==> config.mk <==
export PLATFORM = sky130hd
export DESIGN_NAME = fetch_sequencer
export DESIGN_NICKNAME = d
export VERILOG_FILES = /design/src/rtl/fetch_sequencer.sv
export SDC_FILE = /design/constraint.sdc
export NUM_CORES = 1
export LEC_CHECK = 0
export CORE_MARGIN = 3
export CORE_UTILIZATION = 49
export CTS_CLUSTER_DIAMETER = 40
export CTS_CLUSTER_SIZE = 8
export DETAILED_ROUTE_END_ITERATION = 10
export PLACE_DENSITY = 0.86
export REMOVE_ABC_BUFFERS = 1
export SYNTH_ARGS = -nofsm -noshare
export SYNTH_HDL_FRONTEND = slang
export SYNTH_SLANG_ARGS = --single-unit
==> constraint.sdc <==
create_clock -name clk -period 2.7 [get_ports clk]
set_input_delay 0.54 -clock clk [delete_from_list [all_inputs] [get_ports clk]]
set_output_delay 0.54 -clock clk [all_outputs]
set_load 0.01 [all_outputs]
==> src/rtl/fetch_sequencer.sv <==
// fetch_sequencer
//
// Instruction-fetch controller that owns the program counter. One FSM decides
// when a fetch is issued to instruction memory, when a returned word is
// presented to decode, and what value the PC takes next (sequential advance,
// branch/jump redirect, trap entry). At most one memory request is ever
// outstanding. A halt request parks the fetch unit between instructions.
//
// Ports:
//   clk            rising-edge clock
//   rst_n          asynchronous active-low reset
//   imem_req       one-cycle fetch request (high while in REQ)
//   imem_addr      fetch address, always the current PC
//   imem_rvalid    memory read data valid (honoured only in WAIT)
//   imem_rdata     instruction word returned by memory
//   instr_valid    instruction held for decode (high while in HOLD)
//   instr          held instruction word
//   instr_pc       PC the held instruction was fetched from
//   instr_ready    decode accepts the held instruction
//   redirect_valid branch/jump taken, one-cycle pulse
//   redirect_pc    redirect target
//   trap_valid     trap entry, one-cycle pulse (wins over redirect)
//   halt_req       level; fetch parks in HALT while high
//   misalign_err   one-cycle pulse after a redirect to a non-word-aligned target
module fetch_sequencer #(
  parameter int unsigned  N        = 32,
  parameter logic [N-1:0] RESET_PC = 32'h0000_0000,
  parameter logic [N-1:0] TRAP_VEC = 32'h0000_0100
) (
  input  logic         clk,
  input  logic         rst_n,
  output logic         imem_req,
  output logic [N-1:0] imem_addr,
  input  logic         imem_rvalid,
  input  logic [N-1:0] imem_rdata,
  output logic         instr_valid,
  output logic [N-1:0] instr,
  output logic [N-1:0] instr_pc,
  input  logic         instr_ready,
  input  logic         redirect_valid,
  input  logic [N-1:0] redirect_pc,
  input  logic         trap_valid,
  input  logic         halt_req,
  output logic         misalign_err
);

  typedef enum logic [2:0] {
    IDLE = 3'd0,
    REQ  = 3'd1,
    WAIT = 3'd2,
    HOLD = 3'd3,
    HALT = 3'd4
  } state_t;

  localparam logic [N-1:0] PC_STEP = N'(4);

  state_t       state;
  state_t       state_next;
  logic [N-1:0] pc;
  logic [N-1:0] pc_next;
  logic         kill;
  logic         kill_next;
  logic         capture;

  logic         ctrl;
  logic         redirect_misaligned;
  logic         misalign_next;
  logic [N-1:0] ctrl_pc;
  state_t       resume_state;

  // Control-flow decode. A trap always wins; a redirect to a target whose low
  // two bits are non-zero is turned into a trap-vector jump and flagged so the
  // core can record the exception. The flag is registered, so it pulses in the
  // cycle after the offending redirect.
  always_comb begin
    ctrl                = trap_valid | redirect_valid;
    redirect_misaligned = (redirect_pc[1:0] != 2'b00);
    misalign_next       = redirect_valid & ~trap_valid & redirect_misaligned;
    ctrl_pc             = (trap_valid | redirect_misaligned) ? TRAP_VEC : redirect_pc;
    // halt_req only matters at the points where a new request would begin.
    resume_state        = halt_req ? HALT : REQ;
  end

  // Next-state and next-PC logic. kill marks an outstanding request whose
  // response must be thrown away because the PC moved after it was issued.
  // A redirect arriving in the same WAIT cycle as the response discards that
  // response directly, so kill is not needed for that case.
  always_comb begin
    state_next = state;
    pc_next    = pc;
    kill_next  = kill;
    capture    = 1'b0;

    case (state)
      IDLE: begin
        if (ctrl) begin
          pc_next = ctrl_pc;
        end
        state_next = resume_state;
      end

      REQ: begin
        state_next = WAIT;
        if (ctrl) begin
          pc_next   = ctrl_pc;
          kill_next = 1'b1;
        end
      end

      WAIT: begin
        if (imem_rvalid) begin
          if (kill || ctrl) begin
            kill_next  = 1'b0;
            state_next = resume_state;
            if (ctrl) begin
              pc_next = ctrl_pc;
            end
          end else begin
            capture    = 1'b1;
            state_next = HOLD;
          end
        end else if (ctrl) begin
          pc_next   = ctrl_pc;
          kill_next = 1'b1;
        end
      end

      HOLD: begin
        // A redirect squashes the held instruction even if decode takes it
        // in the same cycle.
        if (ctrl) begin
          pc_next    = ctrl_pc;
          state_next = REQ;
        end else if (instr_ready) begin
          pc_next    = pc + PC_STEP;
          state_next = resume_state;
        end
      end

      HALT: begin
        if (ctrl) begin
          pc_next = ctrl_pc;
        end
        if (!halt_req) begin
          state_next = REQ;
        end
      end

      default: begin
        state_next = IDLE;
      end
    endcase
  end

  // State, PC and instruction holding registers. The instruction word and its
  // PC are loaded only on an accepted response and then stay put through HOLD
  // so decode sees a stable value for as long as it stalls.
  always_ff @(posedge clk or negedge rst_n) begin
    if (!rst_n) begin
      state        <= IDLE;
      pc           <= RESET_PC;
      kill         <= 1'b0;
      instr        <= '0;
      instr_pc     <= '0;
      misalign_err <= 1'b0;
    end else begin
      state        <= state_next;
      pc           <= pc_next;
      kill         <= kill_next;
      misalign_err <= misalign_next;
      if (capture) begin
        instr    <= imem_rdata;
        instr_pc <= pc;
      end
    end
  end

  // Handshake outputs come straight from the state register, so no input has
  // a combinational path to any output.
  always_comb begin
    imem_req    = (state == REQ);
    imem_addr   = pc;
    instr_valid = (state == HOLD);
  end

endmodule

==> results.cfg <==
[global_routing]
grt_pass1_vias = 4421
grt_max_degree = 64
grt_overflow = 0
track_usage = 0.244
antenna_found_initial = 0
grt_pass1_wl_um = 22000

[sta]
tightest_slew_ns = 0.572
finalSetupTns_ns = 0
hold_viol_final = 0
fmax_mhz = 408
finalSetupViolCount = 0
drv_slew = 0
clock_skew_ns = 0.0142
period_needed_ns = 2.45
timing.slew.headroom = 0.616
rsz0062_at_grt = false
layout_setup_ws_ns = 0.249
fin_crit_sh = 0.908

[synth]
synth-main-ff-cell = dfrtp_1
synth-edff-count = 0
yosys_warnings = 0
yosysSeqAreaShare = 0.524
synth_top_area_frac = 0.524
ys_seq_elements = 101
syn_inst = 431
yosys-top-cells-area = dfrtp_1 52%, mux2_1 11%, mux2_2 4.0%
syn-cell-area_um2 = 4820
avgSynthCellArea_um2 = 11.2
async_flop_share = 1.00
yosysTopAreaCell = dfrtp_1
synth_cell_types = 56

[finish]
area_growth_pct = 44.5
num_antenna_cells = 0
final_cell_mix = 168 x clkdlybuf4s50_1, 101 x dfrtp_1, 47 x mux2_1
finalNonFillerCells = 740
final_common_cell = clkdlybuf4s50_1
n_fill_cell = 672
drive_gt1_frac = 0.108
nets = 678

[clocking]
cts_tree = built
clk_pin_slew_ns = 0.10
cts_buffer_depth = 2
clock_sinks = 101
cts.repair.resized = 0
post_cts_buffers = 0
ctsHoldBuffers = 0
clock_latency_ns = 0.36
htreeDepth = 3
cts_root_buf = clkbuf_8
cts_made_buffers = 9

[power_and_ir_drop]
p_seq_frac = 0.412
p_per_area_nw_per_um2 = 826
power.internal_uw = 3820
p_switching_uw = 1940
p_comb_frac = 0.399
leakage_uw = 0.00298
irDropWorstVdd_v = 0.000418
power.clock.fraction = 0.188
p_sw_frac = 0.336

[setup_path]
cp.required_ns = 2.16
r2r_slack_ns = 0.40
crit_type = reg2out
path_cells = nand2_1, nor2_1, clkdlybuf4s50_1
critPathMaxStageDelay_ns = 0.65
start_kind = flop
critPathMaxFanout = 14
critPathCaptureType = output port
slowest_stage = dfrtp_1
critPathArrivalTime_ns = 1.91

[drt]
vias = 4320
routed_via_density = 5.84
drc = 0
ant_nets = 0
wl_per_cell_um = 18.3
firstDrtPassIters = 5
drt_iter0_drc = 194
totalWireLength_um = 13600

[floorplan]
fp-row-count = 35
die_x_um = 105
die_height_um = 105
coreArea_um2 = 9420
start_util = 0.512
dieArea_um2 = 11100
num_io_pins = 170

[outcome]
status = complete, no violations

[place]
dp_hpwl_um = 9970
gp_congestion = 0.899
placedCellCount = 724
port_buffers = 169
pre_cts_ws_ns = 0.191

[run]
drv_cap = 0

[hold_path]
hp-class = in2async
[cell families after synthesis]
family,count (synthesis),share of synthesized area
AOI/OAI and AO/OA,120,0.161
and+or+nand+nor,107,0.122
DFF,101,0.524
muxes,64,0.149
buffers and inverters,38,0.0415
adders and majority gates,1,0.00259
[cells in the mapped netlist, types with 2 or more instances]
cell type	count
a311oi_1	2
o32ai_1	2
and3_1	5
o22a_1	3
nand4_1	6
mux2_2	17
o31a_1	2
and2_1	3
buf_6	6
nand3_1	11
clkbuf_1	11
o21ai_0	31
a21oi_1	32
a41o_1	2
nor3_1	8
or4_1	3
or3_1	4
buf_2	7
dfrtp_1	101
a221oi_1	2
and4_1	2
nand2_1	19
o21a_1	2
and2_0	2
a22oi_1	5
a31oi_1	6
nor2_1	25
mux2_1	47
nor3_2	2
a32oi_1	7
a211oi_1	4
inv_1	12
o2bb2ai_1	4
nor4_1	8
a31o_2	2
nor3b_1	2
o22ai_1	5
[worst max-delay path: cells and delay by family (launching register included)]
kind / cells / cell delay, ns
buf+inv: 1 / 0.55
flops: 1 / 0.65
simple gates: 2 / 0.35
[cell type report]
| class | count | area, µm² | share of cell area |
|---|---|---|---|
| clock buffers | 9 | 124 | 0.0178 |
| multi-input cells | 292 | 2110 | 0.303 |
| inverters | 12 | 45.0 | 0.00646 |
| well taps | 129 | 161 | 0.0232 |
| flip-flops and latches | 101 | 2530 | 0.363 |
| clock inverters | 7 | 104 | 0.0149 |
| repair buffers | 190 | 1900 | 0.272 |
[sequential cells by signal (all words and copies together), names as in the netlist]
name / flops
imem_addr: 32
instr_pc: 32
misalign_err: 1
instr: 32
state: 3
kill: 1
[metrics by stage]
step | power, µW | hold WS, ns | instance area, µm² | utilization
final | 5760 | 0.134 | 6970 | 0.740
after global routing | 6090 | 0.161 | 6970 | 0.740
after CTS | 5790 | 0.147 | 6970 | 0.740
after detailed placement | 4710 | 0.474 | 6740 | 0.716
after global placement | 4600 | 0.466 | 6740 | 0.716
after floorplan | 3280 | 0.244 | 4670 | -
[final timing paths]
check / start / end / cells past startpoint
max: state[1] / instr_valid / 3
min: rst_n / instr_pc[2] / 1
max reg2reg: state[1] / imem_addr[2] / 6
min reg2reg: instr_pc[22] / instr_pc[22] / 1
max in group asynchronous: rst_n / imem_addr[22] / 2
min in group clk: instr_pc[22] / instr_pc[22] / 1
[power groups by stage]
stage	Sequential [µW]	Combinational [µW]	Clock (µW)
floorplan	2530	745	0
global placement	2350	2250	0
detailed placement	2400	2310	0
CTS	2370	2320	1100
global route	2440	2480	1160
finish	2370	2300	1080
[per-layer routing]
layer,track usage,share of wire,up-vias
met5,0,0,-
met3,0.0556,0.074,28
met4,0.0825,0.019,0
met1,0.301,0.39,2108
li1,-,-,1967
met2,0.422,0.52,217
(Power assumes the default switching activity.)
